<file path="src/rtl/alarm_controller.sv">
// Alarm clock sequencer: owns the shared time comparator, alarm/snooze state.
// Snooze support is built only when ALARM_SNOOZE_EN is defined.
module alarm_controller #(
  parameter int SNOOZE_MIN   = 5,
  parameter int RING_MINUTES = 3
) (
  input  logic        clk,
  input  logic        rst_n,
  input  logic [12:0] time_now,
  input  logic        min_tick,
  input  logic [12:0] alarm_in,
  input  logic        alarm_load,
  input  logic        arm,
  input  logic        snooze,
  input  logic        stop,
  output logic [12:0] cmp_a,
  output logic [12:0] cmp_b,
  input  logic        cmp_eq,
  output logic [12:0] alarm_time,
  output logic        armed,
  output logic        ringing,
  output logic        snoozing
);

  localparam logic [3:0] LP_LAST = 4'(RING_MINUTES - 1);

  typedef enum logic [1:0] {
    S_IDLE,
    S_ARMED,
    S_RINGING,
    S_SNOOZE
  } state_t;

  state_t      r_state;
  state_t      w_nxt;
  logic [12:0] r_alarm;
  logic [3:0]  r_cnt;
  logic        r_match;
  logic        w_hit;

  assign w_hit      = cmp_eq & ~r_match;
  assign cmp_a      = time_now;
  assign alarm_time = r_alarm;

`ifdef ALARM_SNOOZE_EN
  logic [12:0] r_snz;
  logic        r_snoozing;

  // BCD HH:MM plus SNOOZE_MIN minutes, wrapping 23:59 -> 00:00
  function automatic logic [12:0] f_add(input logic [12:0] t);
    logic [6:0] m;
    logic [6:0] h;
    m = 7'(t[6:4]) * 7'd10 + 7'(t[3:0]);
    h = 7'(t[12:11]) * 7'd10 + 7'(t[10:7]);
    m = m + 7'(SNOOZE_MIN);
    if (m >= 7'd60) begin
      m = m - 7'd60;
      h = (h == 7'd23) ? 7'd0 : h + 7'd1;
    end
    f_add = {2'(h / 7'd10), 4'(h % 7'd10),
             3'(m / 7'd10), 4'(m % 7'd10)};
  endfunction

  assign cmp_b    = (r_state == S_SNOOZE) ? r_snz : r_alarm;
  assign snoozing = r_snoozing;
`else
  logic w_unused;
  assign w_unused = snooze;
  assign cmp_b    = r_alarm;
  assign snoozing = 1'b0;
`endif

  always_comb begin
    w_nxt = r_state;
    if (!arm) begin
      w_nxt = S_IDLE;
    end else begin
      case (r_state)
        S_IDLE:  w_nxt = S_ARMED;
        S_ARMED: if (w_hit) w_nxt = S_RINGING;
        S_RINGING: begin
          if (alarm_load || stop)
            w_nxt = S_ARMED;
`ifdef ALARM_SNOOZE_EN
          else if (snooze)
            w_nxt = S_SNOOZE;
`endif
          else if (min_tick && r_cnt == LP_LAST)
            w_nxt = S_ARMED;
        end
`ifdef ALARM_SNOOZE_EN
        S_SNOOZE: begin
          if (alarm_load || stop)
            w_nxt = S_ARMED;
          else if (w_hit)
            w_nxt = S_RINGING;
        end
`endif
        default: w_nxt = S_IDLE;
      endcase
    end
  end

  always_ff @(posedge clk or negedge rst_n) begin
    if (!rst_n) begin
      r_state <= S_IDLE;
      r_alarm <= '0;
      r_cnt   <= '0;
      r_match <= 1'b1;
      armed   <= 1'b0;
      ringing <= 1'b0;
`ifdef ALARM_SNOOZE_EN
      r_snz      <= '0;
      r_snoozing <= 1'b0;
`endif
    end else begin
      r_state <= w_nxt;
      // suppress a match already in progress when the context changes
      r_match <= (w_nxt != r_state || alarm_load) ? 1'b1 : cmp_eq;
      if (alarm_load)
        r_alarm <= alarm_in;
      if (w_nxt == S_RINGING && r_state != S_RINGING)
        r_cnt <= '0;
      else if (r_state == S_RINGING && min_tick)
        r_cnt <= r_cnt + 4'd1;
      armed   <= (w_nxt == S_ARMED);
      ringing <= (w_nxt == S_RINGING);
`ifdef ALARM_SNOOZE_EN
      if (r_state == S_RINGING && w_nxt == S_SNOOZE)
        r_snz <= f_add(time_now);
      r_snoozing <= (w_nxt == S_SNOOZE);
`endif
    end
  end

endmodule
</file>
<file path="config.mk">
export PLATFORM = sky130hd
export DESIGN_NAME = alarm_controller
export DESIGN_NICKNAME = d
export VERILOG_FILES = /design/src/rtl/alarm_controller.sv
export SDC_FILE = /design/constraint.sdc
export NUM_CORES = 1
export LEC_CHECK = 0
export BUFFER_PORTS_ARGS = -buffer_cell sky130_fd_sc_hd__buf_2
export CAP_MARGIN = 5
export CORE_MARGIN = 1.5
export CORE_UTILIZATION = 41
export DETAILED_ROUTE_END_ITERATION = 10
export GPL_ROUTABILITY_DRIVEN = 1
export PLACE_DENSITY_LB_ADDON = 0.3
export SLEW_MARGIN = 25
export SYNTH_ARGS = -nofsm -noshare
export SYNTH_HDL_FRONTEND = slang
export SYNTH_SLANG_ARGS = --single-unit
</file>
<file path="constraint.sdc">
create_clock -name clk -period 1.65 [get_ports clk]
set_clock_uncertainty 0.1 [all_clocks]
set_input_delay 0.0825 -clock clk [delete_from_list [all_inputs] [get_ports clk]]
set_output_delay 0.0825 -clock clk [all_outputs]
set_load 0.02 [all_outputs]
</file>
[Word level (Yosys, flattened, before mapping)]
Cells that the tools add are included.
W data, S select, Z words.
Storage, ports and cells
  bits of input ports: 34
  register bits after elaboration: 22
  output and inout port bits: 42
Cells by class
  reductions and logical operators: 7
  $add $sub $neg: 1
  multiplexer cells: 8
  eq/ne operators: 7
  bitwise logic cells: 2
Operators by type and width (count)
  $mux W2: 4
  $mux W4: 2
  $pmux W2 S3: 1
  $add A4 B1 Y4 const B: 1
  $eq A2 B1 Y1 const B: 2
  $eq A2 B2 Y1 const B: 2
  $eq A4 B2 Y1 const B: 1
  $logic_and A1 B1 Y1: 3
  $logic_not A2 Y1: 1
  $logic_or A1 B1 Y1: 2
  $ne A2 B2 Y1: 1
  $ne A2 B2 Y1 const B: 1
  $reduce_bool A2 Y1: 1
  $and A1 B1 Y1: 1
  $mux W1: 1
  $not A1 Y1: 1

[Longest topological paths before layout]
  depth in word-level cells: 9
  depth in mapped cells: 5

[Worst setup path before layout]
Ideal clock, no wire load.
  kind: register to register
  from: register r_cnt[0]
  to: register r_state[1]
  stages on the path, launching flop included: 6
  arrival: 1253 ps
  slack: 232 ps
  period minus slack after synthesis: 1418 ps
  data required time: 1485 ps
  path through: dfrtp_1 -> inv_1 -> ha_1 -> and4bb_2 -> nor4_1 -> o21a_1
Between the ends
  word-level cells in the longest chain between the ends: 6
Ends and longest elaborated chain
  start, declared: line 37  | logic [3:0] r_cnt;
  start signal, assigned: line 125  | r_cnt <= r_cnt + 4'd1;
  $eq A4 B2 Y1: line 88  | else if (min_tick && r_cnt == LP_LAST)
  $logic_and A1 B1 Y1: line 88
  $mux W2: line 88
  $mux W2: line 82  | if (alarm_load || stop)
  $pmux W2 S3: line 78  | case (r_state)
  $mux W2: line 75  | if (!arm) begin
  net w_nxt[1]: line 35  | state_t w_nxt;
  end signal, assigned: line 117  | r_state <= w_nxt;
  end, declared: line 34  | state_t r_state;
The timed path passes the listed nets, and every way through them passes these cells.
A chain may end at the register's enable or synchronous reset.

[Worst setup path in the final report]
  from: register r_cnt[0]
  to: register r_state[0]
Same word-level chain as after synthesis.

==> impl_metrics.yaml <==
floorplan:
  io_pins: 76
  core-area_um2: 2710
  dieWidth_um: 56.2
  placementRows: 19
  die-area_um2: 3160
  start_util_pct: 42.8
  die_h_um: 56.2
setup_path:
  worstSetupPathType: "flop to flop"
  arrival_ps: 1600
  end_kind: "flop"
  worstPathMaxFanout: 3
  start_kind: "flop"
  worst_ep_required_time_ps: 1730
grt:
  grt_max_degree: 23
  grt_pass1_wl_um: 3530
  grtUsageTotal_pct: 14.2
  grt_pass1_vias: 798
  antenna_found_initial: 0
  overflow: 0
routing:
  drc: 0
  drt_iter0_drc: 16
  dr.pass1.iters: 4
  via_per_inst: 4.79
  wl_per_cell_um: 11.8
  vias: 809
  wirelength_um: 1990
  ant_nets: 0
clock_network:
  cts_buffers: 3
  htree_levels: 1
  post_cts_buffers: 0
  clockBufferDepth: 2
  clk_pin_slew_worst_paths_ps: 110
  clock_latency_ps: 300
  clkSinkCount: 22
  tritoncts: "yes"
  cts_root_buf: "clkbuf_4"
sta:
  finalSetupTns_ps: 0
  max_freq_mhz: 661
  period_share_pct: 91.7
  grt_setup_unrepaired: "no"
  maxSlewViolCount: 0
  min_period_ps: 1510
  hold_violations: 0
  setup_viol: 0
power_and_ir_drop:
  p_leak_uw: 0.000689
  vdd_drop_max_mv: 0.575
  power_frac_seq_pct: 50.4
  p_clk_share_pct: 23.2
  power_switching_uw: 377
  powerDensity_nw_per_um2: 870
  internal-power_uw: 873
  combPwrFrac_pct: 26.4
  p_sw_share_pct: 30.2
run_status:
  outcome: "finished, final reports clean"
synthesis:
  synth_ff_type: "dfrtp_1"
  synthesis.area_um2: 1160
  ys_ff_latch: 22
  synth_top_area_share_pct: 45.3
  synth_cells: 99
  async_reset_ff_share_pct: 100
  seq_area_frac_synth_pct: 47.5
  synth_area_leaders: "dfrtp_1 (45%), buf_4 (17%), mux2_2 (13%), dfstp_2 (2.3%), ha_1 (2.2%)"
  synth.avg_cell_area_um2: 11.7
  synth_cell_types: 29
  yosys.area.top_type: "dfrtp_1"
  synth_warnings: 0
  syn_nets: 135
  synth-edff-count: 0
finish:
  fillers: 258
  mostFrequentLayoutCells: "buf_2 (47), dfrtp_1 (21), dlygate4sd3_1 (17)"
  multi_input_area_um2: 398
  antennaDiodeCount: 0
  layout_commonest_cell: "buf_2"
  design_area_um2: 1440
  syn_to_final_growth_pct: 23.8
  nets: 175
  seqCellArea_um2: 552
  layout-drive-gt1-share_pct: 49.3
placed_design:
  gp_congestion: 0.779
  port_buffers: 47
  placed_cell_area_um2: 1220
run:
  max_cap_violations: 0
min_path:
  hold_path.class: "input port to output port"
## synthesized netlist by cell type (all sizes together) (2+ instances only)
cell	number
inv	2
nand2b	2
buf	29
mux2	13
o21ai	3
a21oi	2
nand3b	3
nor2	4
o21a	2
ha	2
dfrtp	21
## path summary, 6_finish.rpt
path / end / slack, ps / startpoint / cells after the start
max: r_state[0]$_DFF_PN0_ / 140 / r_cnt[0]$_DFFE_PN0P_ / 5
min: cmp_a[10] / 70 / time_now[10] / 0
max reg2reg: r_state[0]$_DFF_PN0_ / 140 / r_cnt[0]$_DFFE_PN0P_ / 5
min reg2reg: alarm_time[6]$_DFFE_PN0P_ / 430 / alarm_time[6]$_DFFE_PN0P_ / 1
max in group asynchronous: r_match$_DFF_PN1_ / 950 / rst_n / 2
min in group asynchronous: alarm_time[7]$_DFFE_PN0P_ / 150 / rst_n / 2
## power groups by stage
stage	combinational, uW	clock, uW	sequential (uW)
after floorplan	234	0	684
after global placement	292	0	638
after detailed placement	300	0	642
after CTS	332	315	631
after global routing	359	325	641
final	330	290	631
## final cells by class
cell class	instances	area share [%]
multi-input combinational	46	27.7
clock buffer	4	2.52
sequential	22	38.4
inverter	2	0.522
timing repair buffer	64	28.2
tap	31	2.70
## through the flow
step	utilization, %	std cells	hold WS [ps]	power, uW	setup WS, ps
after detailed placement	44.9	148	-17.9	942	81.0
after floorplan	-	99	-313	918	232
after global placement	44.9	148	-33.6	930	154
final	53.0	169	65.0	1250	137
after global routing	53.0	169	65.0	1330	13.3
after CTS	52.5	169	51.7	1280	79.7
## worst max-delay path: stages (launching register included)
cell      delay [ps]
dfrtp_1          390
inv_1             80
ha_1             190
and4bb_2         260
nor4b_4          240
o21ai_0          130
## kinds of logic (layout without fill, tap and decap cells)
group | count (synthesis) | after routing | synth area share [%]
DFF | 22 | 22 | 47.5
other | 1 | 1 | 0.323
xor gates and xnor gates | 2 | 2 | 1.51
adders and majority gates | 2 | 2 | 2.15
buffers and inverters | 31 | 70 | 19.5
AOI/OAI and AO/OA | 8 | 8 | 4.20
muxes | 14 | 14 | 13.5
and+or+nand+nor | 19 | 19 | 11.3
## layer usage
metal	part of all wire, %	vias up	global-route usage, %
li1	-	384	-
met1	42	380	16.8
met2	49	43	22.9
met3	8.6	2	5.35
met4	0.60	0	6.12
met5	0	-	0
## registers in the layout (all words and copies together), names as in the netlist
| name | flops |
|---|---|
| ringing | 1 |
| r_state | 2 |
| alarm_time | 13 |
| r_match | 1 |
| r_cnt | 4 |
| armed | 1 |
## timing repair
action / in CTS / in global routing
setup endpoints to repair: 0 / 4
resized for setup: 0 / 2
hold buffers: 17 / 0
endpoints found under the hold margin: 39 / 0
No activity file was read; power rests on OpenSTA's default activity.
